==> config.mk <==
export PLATFORM = sky130hd
export DESIGN_NAME = timer_ctrl
export DESIGN_NICKNAME = d
export VERILOG_FILES = /design/src/rtl/timer_ctrl.sv
export SDC_FILE = /design/constraint.sdc
export NUM_CORES = 1
export LEC_CHECK = 0
export CORE_AREA = 2 2 55 57
export CTS_BUF_LIST = sky130_fd_sc_hd__clkbuf_8
export CTS_CLUSTER_SIZE = 10
export DETAILED_ROUTE_END_ITERATION = 8
export DIE_AREA = 0 0 57 59
export PLACE_DENSITY = 0.81
export SYNTH_ARGS = -nofsm -noshare
export SYNTH_HDL_FRONTEND = slang
export SYNTH_SLANG_ARGS = --single-unit
export TNS_END_PERCENT = 50
==> constraint.sdc <==
create_clock -name clk_i -period 3 [get_ports clk_i]
set_input_delay 0.3 -clock clk_i [delete_from_list [all_inputs] [get_ports clk_i]]
set_output_delay 0.3 -clock clk_i [all_outputs]
set_load 0.1 [all_outputs]
==> src/rtl/timer_ctrl.sv <==
// Interval-timer controller: start/stop/pause sequencing of a BW-bit up-counter
// through a PW-bit prescaler. Optional sticky irq_o flag via TIMER_CTRL_IRQ_EN.
module timer_ctrl #(
  parameter int BW = 8,
  parameter int PW = 4
) (
  input  logic          clk_i,
  input  logic          rst_n_i,
  input  logic          start_i,
  input  logic          stop_i,
  input  logic          pause_i,
  input  logic          mode_i,
  input  logic [BW-1:0] period_i,
  input  logic [PW-1:0] presc_i,
  output logic [BW-1:0] count_o,
  output logic          busy_o,
  output logic          tick_o,
`ifdef TIMER_CTRL_IRQ_EN
  output logic          done_o,
  input  logic          irq_clr_i,
  output logic          irq_o
`else
  output logic          done_o
`endif
);

  typedef enum logic {IDLE, RUN} state_t;

  state_t        state;
  logic          mode_r;
  logic [BW-1:0] period_r;
  logic [PW-1:0] presc_r;
  logic [PW-1:0] pre_cnt;
  logic          en;
  logic          term;

  assign en   = (state == RUN) && (pre_cnt == presc_r) && !pause_i;
  assign term = en && (count_o == period_r);

  always_ff @(posedge clk_i or negedge rst_n_i) begin
    if (!rst_n_i) begin
      state    <= IDLE;
      mode_r   <= 1'b0;
      period_r <= '0;
      presc_r  <= '0;
      pre_cnt  <= '0;
      count_o  <= '0;
      busy_o   <= 1'b0;
      tick_o   <= 1'b0;
      done_o   <= 1'b0;
    end else begin
      tick_o <= 1'b0;
      done_o <= 1'b0;
      if (stop_i) begin
        state   <= IDLE;
        busy_o  <= 1'b0;
        count_o <= '0;
        pre_cnt <= '0;
      end else if (start_i) begin
        // Restart discards any terminal count landing on this edge.
        state    <= RUN;
        busy_o   <= 1'b1;
        mode_r   <= mode_i;
        period_r <= period_i;
        presc_r  <= presc_i;
        count_o  <= '0;
        pre_cnt  <= '0;
      end else if (state == RUN && !pause_i) begin
        if (en) begin
          pre_cnt <= '0;
          if (term) begin
            tick_o <= 1'b1;
            if (mode_r) begin
              count_o <= '0;
            end else begin
              done_o <= 1'b1;
              state  <= IDLE;
              busy_o <= 1'b0;
            end
          end else begin
            count_o <= count_o + 1'b1;
          end
        end else begin
          pre_cnt <= pre_cnt + 1'b1;
        end
      end
    end
  end

`ifdef TIMER_CTRL_IRQ_EN
  logic irq_set;

  // Set when a pulse is being launched or is currently visible; set beats clear.
  assign irq_set = (term && !stop_i && !start_i) || tick_o || done_o;

  always_ff @(posedge clk_i or negedge rst_n_i) begin
    if (!rst_n_i) irq_o <= 1'b0;
    else if (irq_set) irq_o <= 1'b1;
    else if (irq_clr_i) irq_o <= 1'b0;
  end
`endif

endmodule

Yosys cells after proc, flatten, opt, wreduce, memory -nomap -nowiden
Index checks and enable logic that the tools add are counted.
{ "totals": {"regBits": 28, "input_bits": 18, "word_cells": 53} }
{ "classes": {"n_addsub": 2, "n_eq_ne": 4, "n_mux": 27, "bitwise_logic": 1, "reduce_logical": 11} }
{ "op_table": {"columns": ["operator", "n"], "rows": [
  ["2-to-1 mux 8 bit", 6],
  ["2-to-1 mux 1 bit", 17],
  ["2-to-1 mux 4 bit", 4],
  ["nonzero test 3 bit", 3],
  ["adder 8 x 1 -> 8 bit (second input constant)", 1],
  ["== test 8 bit", 1],
  ["adder 4 x 1 -> 4 bit (second input constant)", 1],
  ["== test 4 bit", 1],
  ["logical AND 1 bit", 4],
  ["inequality test 4 bit (second input constant)", 1],
  ["AND reduction 4 bit", 1],
  ["inequality test 3 bit (second input constant)", 1],
  ["AND reduction 3 bit", 1],
  ["AND reduction 2 bit", 1],
  ["zero test 1 bit", 1],
  ["inverter 1 bit", 1]
]} }

Longest topological paths before layout
Gate-level depths: netlist of run 1.
{ "logic_depth": {"ltp_word": 9, "ltp_mapped": 6} }

Worst setup path before layout of run 1
OpenSTA, ideal clock, no wires.
{ "synth_timing": {"path_type": "flip-flop to flip-flop", "startpoint": "register count_o[3]", "endpoint": "register count_o[2]", "arrival_ns": 2.207, "required_ns": 2.899, "path_slack_ns": 0.693, "path_stages_with_launch": 6, "n_path_buf": 0, "synth_period_minus_slack_ns": 2.307, "path_cell_list": "dfrtp_1 > xor2_1 > nor4_1 > nand4_2 > mux2_2 > o311ai_2"} }
{ "synth_between": {"elab_chain_cells": 7} }
{ "synth_lines": {"columns": ["item", "line", "source"], "rows": [
  ["start, declared", "15", "output logic [BW-1:0] count_o,"],
  ["start signal, assigned", "81", "count_o <= count_o + 1'b1;"],
  ["== test 8 bit *", "38", "assign term = en && (count_o == period_r);"],
  ["logical AND 1 bit *", "38", null],
  ["2-to-1 mux 8 bit", "71", "if (term) begin"],
  ["2-to-1 mux 8 bit", "69", "if (en) begin"],
  ["2-to-1 mux 8 bit", "68", "end else if (state == RUN && !pause_i) begin"],
  ["2-to-1 mux 8 bit", "59", "end else if (start_i) begin"],
  ["2-to-1 mux 8 bit", "54", "if (stop_i) begin"]
]} }
Every way passes the cells marked *; elsewhere a longest branch is shown, timed or not. The select of a mux whose other input is x is not followed.
A chain may end at the register's enable or synchronous reset.

Worst setup path in the final report of run 1
{ "layout_timing": {"startpoint": "register presc_r[3]", "endpoint": "register count_o[6]"} }
{ "layout_between": {"elab_chain_cells": 9} }
{ "layout_lines": {"columns": ["item", "line", "source"], "rows": [
  ["start, declared", "32", "logic [PW-1:0] presc_r;"],
  ["start signal, assigned", "65", "presc_r <= presc_i;"],
  ["== test 4 bit *", "37", "assign en = (state == RUN) && (pre_cnt == presc_r) && !pause_i;"],
  ["logical AND 1 bit * (2 in a row)", "37", null],
  ["logical AND 1 bit", "38", null],
  ["2-to-1 mux 8 bit", "71", null],
  ["2-to-1 mux 8 bit", "69", null],
  ["2-to-1 mux 8 bit", "68", null],
  ["2-to-1 mux 8 bit", "59", null],
  ["2-to-1 mux 8 bit", "54", null]
]} }
Marks and branches as above.

==> results.py, run 1 <==
metrics = {
    "outcome": {
        "outcome": "finished, final reports clean",
    },
    "cells_and_area": {
        "num-fill-cells": 206,
        "drive_gt1_frac": 0.221,
        "fin_nets": 184,
        "final_cells": 194,
        "layout_common_cells": "28 x dfrtp_1, 18 x clkdlybuf4s50_1, 15 x mux2_2, 14 x xor2_1, 12 x buf_4",
        "areaGrowthSynthToFinish_pct": 25.4,
        "antennaDiodeCount": 0,
        "final_common_cell": "dfrtp_1",
    },
    "synth": {
        "synth-simple-area-share": 0.158,
        "synth_fa_ha_area_frac": 0.0174,
        "syn_inst": 133,
        "netlist_area_sq_mm": 0.00144,
        "syn-num-nets": 153,
        "synth_top_family_by_area": "simple AND/OR/NAND/NOR gates",
        "synth_edf_count": 0,
        "synthesis.yosys.warnings": 0,
        "ys.flop_type": "dfrtp_1",
        "synthXorXnorAreaFrac": 0.0851,
        "synth.ff_latch_count": 28,
        "synth_compound_area_frac": 0.0904,
        "ys_seq_area_frac": 0.487,
        "synth.distinct_cells": 30,
        "synthMuxAreaShare": 0.131,
        "ys_async_sr_fraction": 1.00,
        "syn_area_per_cell_sq_um": 10.8,
    },
    "sta": {
        "timing.setup.tns_ps": 0,
        "slew_headroom": 0.358,
        "finalCritPeriodShare": 0.750,
        "tightestPinTransition_ps": 959,
        "drv_slew": 0,
        "fmax_mhz": 445,
        "skew_ps": 5.93,
        "hold_violations": 0,
        "fin_ws_ps": 751,
        "finalCriticalPeriod_ps": 2250,
        "setup_viol": 0,
        "rsz0062_at_grt": "no",
    },
    "cts": {
        "root_buffer": "clkbuf_8",
        "clk_latency_ps": 270,
        "hold_buffers": 0,
        "numCtsBuffers": 3,
        "clk_pin_slew_ps": 100,
        "htree_levels": 1,
        "cts_buffer_depth": 2,
        "post_cts_resized": 0,
        "cts_tree": "built",
        "clock-sinks": 28,
        "post-cts-setup-buffers": 0,
    },
    "die": {
        "coreArea_sq_mm": 0.00271,
        "rows": 19,
        "die_x_um": 57,
        "initial_core_util": 0.531,
        "die_y_um": 59,
        "fp.dieArea_sq_mm": 0.00336,
        "ioPinCount": 29,
    },
    "setup_path": {
        "path_max_fanout": 16,
        "cp-start-kind": "flip-flop",
        "rr_worst_depth": 5,
        "reg2reg_to": "count_o[6]$_DFFE_PN0P_",
        "worstReg2RegStart": "presc_r[3]$_DFFE_PN0P_",
        "path_class": "flip-flop to flip-flop",
        "crit_required_ps": 3140,
        "setup.worst_path.end_class": "flip-flop",
        "ff2ff_setup_slack_ps": 750,
        "critPathArrivalTime_ps": 2390,
    },
    "global_routing": {
        "antenna_found_initial": 0,
        "first_global_vias": 1108,
        "grt_max_degree": 29,
        "grtUsageTotal": 0.207,
        "grt_overflow": 0,
        "grt_pass1_wl_mm": 5.29,
    },
    "drt": {
        "dr.pass1.iters": 4,
        "wl_per_cell_um": 15.6,
        "routed_wl_mm": 3.02,
        "vias": 1117,
        "avgViaCountPerCell": 5.76,
        "ant_nets": 0,
        "drc": 0,
        "drtIter0Drc": 41,
    },
    "placement": {
        "io_buffers": 28,
        "dpl_worst_slack_ps": 734,
        "post-place-cells": 190,
        "hpwl_mm": 2.28,
        "gp_congestion": 0.801,
    },
    "pwr": {
        "vdd_ir_drop_max_v": 0.000412,
        "leakage_uw": 0.000826,
        "power_density_mw_per_mm2": 478,
    },
    "run": {
        "maxCapViolCount": 0,
    },
    "worst_hold_path": {
        "hold_class": "input port to asynchronous set/reset pin",
    },
}
per-layer routing:
metal / GRT usage / wire length [um]
met5: 0 / 0
met4: 0.103 / 93
met3: 0.0328 / 169
met2: 0.340 / 1430
met1: 0.270 / 1330
how the worst max path moves through the flow:
stage / startpoint / end / slack (ps) / cells past startpoint
after floorplan: count_o[3]$_DFFE_PN0P_ / count_o[2]$_DFFE_PN0P_ / 690 / 5
after global placement: pause_i / count_o[5]$_DFFE_PN0P_ / 830 / 6
after detailed placement: pause_i / count_o[7]$_DFFE_PN0P_ / 730 / 6
after CTS: presc_r[3]$_DFFE_PN0P_ / count_o[6]$_DFFE_PN0P_ / 810 / 5
after global routing: pre_cnt[1]$_DFFE_PN0P_ / count_o[6]$_DFFE_PN0P_ / 590 / 5
final: presc_r[3]$_DFFE_PN0P_ / count_o[6]$_DFFE_PN0P_ / 750 / 5
registers in the layout, summed over array words and instances, names as in the netlist:
| name | flops |
|---|---|
| state | 1 |
| tick_o | 1 |
| presc_r | 4 |
| mode_r | 1 |
| count_o | 8 |
| pre_cnt | 4 |
| period_r | 8 |
| done_o | 1 |
stage by stage:
step                hold WS, ps   util  instance area (sq um)  power [uW]
finish                      385  0.666                   1810         863
global route                403  0.666                   1810         898
floorplan                  4.41      -                   1440         519
global placement            516  0.640                   1730         569
CTS                         397  0.666                   1810         869
detailed placement          517  0.640                   1730         577
worst max-delay path, stage by stage (launching register included):
cell	delay, ps
dfrtp_1	420
xor2_1	170
nor3_1	430
nand4_2	460
mux2i_1	230
o311ai_0	390
cell type report:
cell class                      count  area, sq um  area share
Sequential cell                    28          701       0.388
Multi-Input combinational cell     93          694       0.385
Timing Repair Buffer               30          270       0.150
Clock buffer                        3         41.3      0.0229
Tap cell                           31         38.8      0.0215
Clock inverter                      1         30.0      0.0166
Inverter                            8         30.0      0.0166
report_power, final:
part	switching, uW	total (uW)	internal [uW]
Combinational	69.4	133	64.0
Clock	117	295	179
Sequential	27.9	434	406
Total	214	863	649
cell families after synthesis:
group                      after synthesis
DFF                                     28
buffers and inverters                   12
muxes                                   17
adders and majority gates                2
xor gates and xnor gates                14
and+or+nand+nor                         45
AOI/OAI and AO/OA                       15
synthesized netlist by cell type (2+ instances only):
cell	instances	area (sq um)
and3_1	3	18.8
mux2i_1	2	20.0
or3_1	3	18.8
nand4_1	5	31.3
clkbuf_1	4	15.0
o211ai_1	2	15.0
nand2_1	11	41.3
nor4_1	2	12.5
o21ai_0	2	10.0
xor2_1	14	123
ha_1	2	25.0
nor3_1	3	15.0
inv_1	8	30.0
nand3_1	5	25.0
dfrtp_1	28	701
mux2_2	15	169
a21oi_1	2	10.0
nor2_1	9	33.8
o221ai_2	2	30.0
(Power assumes the default switching activity.)
==> run 2, diff against run 1 <==
CORE_AREA = 2 2 56 58   (was 2 2 55 57)
DIE_AREA = 0 0 58 60   (was 0 0 57 59)
PLACE_DENSITY = 0.78   (was 0.81)
clock period = 2.3 ns   (was 3 ns; I/O delays follow)
==> run 2 against run 1 <==
Sequential power increased by 30%; combinational power up 32%; first-iteration DRC count down 41%; critical path depth up 1; via count increased by 1.5%; routed wire length is 1.4% lower; core utilization shrank 3.3 points; fmax rose by 6.6%; clock skew shrank 2.1 ps; sequential share of layout area is 0.59 points lower; critical path type unchanged; largest cell class unchanged.
==> results.py, run 2 (synthesized netlist as in run 1, its figures left out) <==
metrics = {
    "cells_and_area": {
        "final_cells": 200,
        "num-fill-cells": 241,
        "final_common_cell": "dfrtp_1",
        "utilization": 0.633,
        "fin_area_sq_mm": 0.00184,
        "layout_common_cells": "27 x dfrtp_1, 17 x clkdlybuf4s50_1, 17 x buf_4, 15 x mux2_2, 14 x xor2_1",
        "areaGrowthSynthToFinish_pct": 27.5,
        "fin_nets": 188,
        "antennaDiodeCount": 0,
        "reg.largest.list": "count_o: 8 flops, period_r: 8 flops",
        "drive_gt1_frac": 0.251,
    },
    "cts": {
        "post_cts_resized": 0,
        "cts_buffer_depth": 2,
        "clock-sinks": 28,
        "cts_tree": "built",
        "root_buffer": "clkbuf_8",
        "clk_pin_slew_ps": 100,
        "hold_buffers": 0,
        "htree_levels": 1,
        "numCtsBuffers": 3,
        "post-cts-setup-buffers": 0,
        "clk_latency_ps": 280,
    },
    "drt": {
        "ant_nets": 0,
        "vias": 1134,
        "drtIter0Drc": 24,
        "drc": 0,
        "routed_wl_mm": 2.98,
        "dr.pass1.iters": 4,
        "wl_per_cell_um": 14.9,
        "avgViaCountPerCell": 5.67,
    },
    "die": {
        "die_x_um": 58,
        "coreArea_sq_mm": 0.00290,
        "fp.dieArea_sq_mm": 0.00348,
        "ioPinCount": 29,
        "die_y_um": 60,
        "rows": 20,
        "initial_core_util": 0.496,
    },
    "placement": {
        "io_buffers": 28,
        "dpl_worst_slack_ps": 204,
        "post-place-cells": 196,
        "postPlaceCellArea_sq_mm": 0.00177,
        "hpwl_mm": 2.22,
        "gp_congestion": 0.879,
    },
    "run": {
        "maxCapViolCount": 0,
    },
    "setup_path": {
        "cp-start-kind": "flip-flop",
        "path_max_fanout": 9,
        "timing.critical_path.buf_inv": 1,
        "max_stage_delay_ps": 460,
        "worstReg2RegStart": "count_o[3]$_DFFE_PN0P_",
        "crit_required_ps": 2500,
        "setup.worst_path.end_class": "flip-flop",
        "reg2reg_to": "count_o[4]$_DFFE_PN0P_",
        "path_class": "flip-flop to flip-flop",
        "rr_worst_depth": 6,
        "cp_cell_sequence": "xor2_1, nor4_1, nand4_2, buf_4, mux2_2, o211ai_1",
        "critPathArrivalTime_ps": 2310,
        "cp_slowest_cell": "dfrtp_2",
        "cp_top_family": "simple AND/OR/NAND/NOR gates",
        "ff2ff_setup_slack_ps": 190,
    },
    "sta": {
        "fmax_mhz": 474,
        "slew_headroom": 0.632,
        "rsz0062_at_grt": "no",
        "skew_ps": 3.79,
        "tightestPinTransition_ps": 550,
        "drv_slew": 0,
        "finalCritPeriodShare": 0.917,
        "fin_ws_ps": 191,
        "timing.setup.tns_ps": 0,
        "setup_viol": 0,
        "hold_violations": 0,
        "finalCriticalPeriod_ps": 2110,
    },
    "outcome": {
        "outcome": "finished, final reports clean",
    },
    "pwr": {
        "pwr-share-clk": 0.346,
        "vdd_ir_drop_max_v": 0.000445,
        "pwr-share-seq": 0.498,
        "switching_share": 0.252,
        "combPwrFrac": 0.156,
        "power_density_mw_per_mm2": 617,
        "leakage_uw": 0.000846,
        "p_int_uw": 848,
        "p_sw_uw": 286,
    },
    "global_routing": {
        "grt_pass1_wl_mm": 4.96,
        "antenna_found_initial": 0,
        "grt_overflow": 0,
        "grt_max_degree": 29,
        "grtUsageTotal": 0.191,
        "first_global_vias": 1083,
    },
    "worst_hold_path": {
        "hold_class": "input port to asynchronous set/reset pin",
    },
}
## run 2: cell types whose count changed in the layout (fill, tap and decap cells not counted), sizes merged
| cell | change |
|---|---|
| clkdlybuf4s50 | -1 |
| buf | +5 |
## run 2: how the worst max path moves through the flow
stage,start,end,slack (ps),depth (start not counted)
2_1_floorplan,count_o[4]$_DFFE_PN0P_,count_o[2]$_DFFE_PN0P_,5,5
3_3_place_gp,pause_i,count_o[4]$_DFFE_PN0P_,270,7
3_5_place_dp,pause_i,count_o[4]$_DFFE_PN0P_,200,7
4_1_cts,count_o[3]$_DFFE_PN0P_,count_o[4]$_DFFE_PN0P_,210,6
5_1_grt,pre_cnt[3]$_DFFE_PN0P_,count_o[6]$_DFFE_PN0P_,50,6
6_report,count_o[3]$_DFFE_PN0P_,count_o[4]$_DFFE_PN0P_,190,6
## run 2: area by class of cell
class | instances | area (sq um) | share of cell area
Clock inverter | 1 | 30.0 | 0.0163
Inverter | 8 | 30.0 | 0.0163
Multi-Input combinational cell | 93 | 694 | 0.378
Clock buffer | 3 | 41.3 | 0.0225
Timing Repair Buffer | 34 | 298 | 0.162
Sequential cell | 28 | 702 | 0.382
Tap cell | 33 | 41.3 | 0.0225
## run 2: power by group through the flow
| stage | clock network (uW) | registers (uW) | logic, uW |
|---|---|---|---|
| final | 393 | 565 | 176 |
| after global placement | 0 | 573 | 174 |
| after CTS | 399 | 565 | 179 |
| after floorplan | 0 | 591 | 86.0 |
| after global routing | 419 | 571 | 192 |
| after detailed placement | 0 | 575 | 178 |
## run 2: per-stage QoR
step	total power [uW]	hold slack, ps
CTS	1140	325
global route	1180	353
finish	1130	314
floorplan	677	-65.6
global placement	747	516
detailed placement	753	521
## run 2: per-layer routing
layer	routed length [um]	track usage	vias up	share of wire
li1	-	-	538	-
met2	1480	0.317	23	0.50
met4	57	0.0997	0	0.019
met1	1330	0.238	568	0.45
met3	110	0.0390	5	0.037
met5	0	0	-	0
==> run 3, diff against run 2 <==
HOLD_SLACK_MARGIN = 0.05   (was unset)
==> results of run 3 <==
The final DEF is identical to that of run 2; final timing and power are the same.
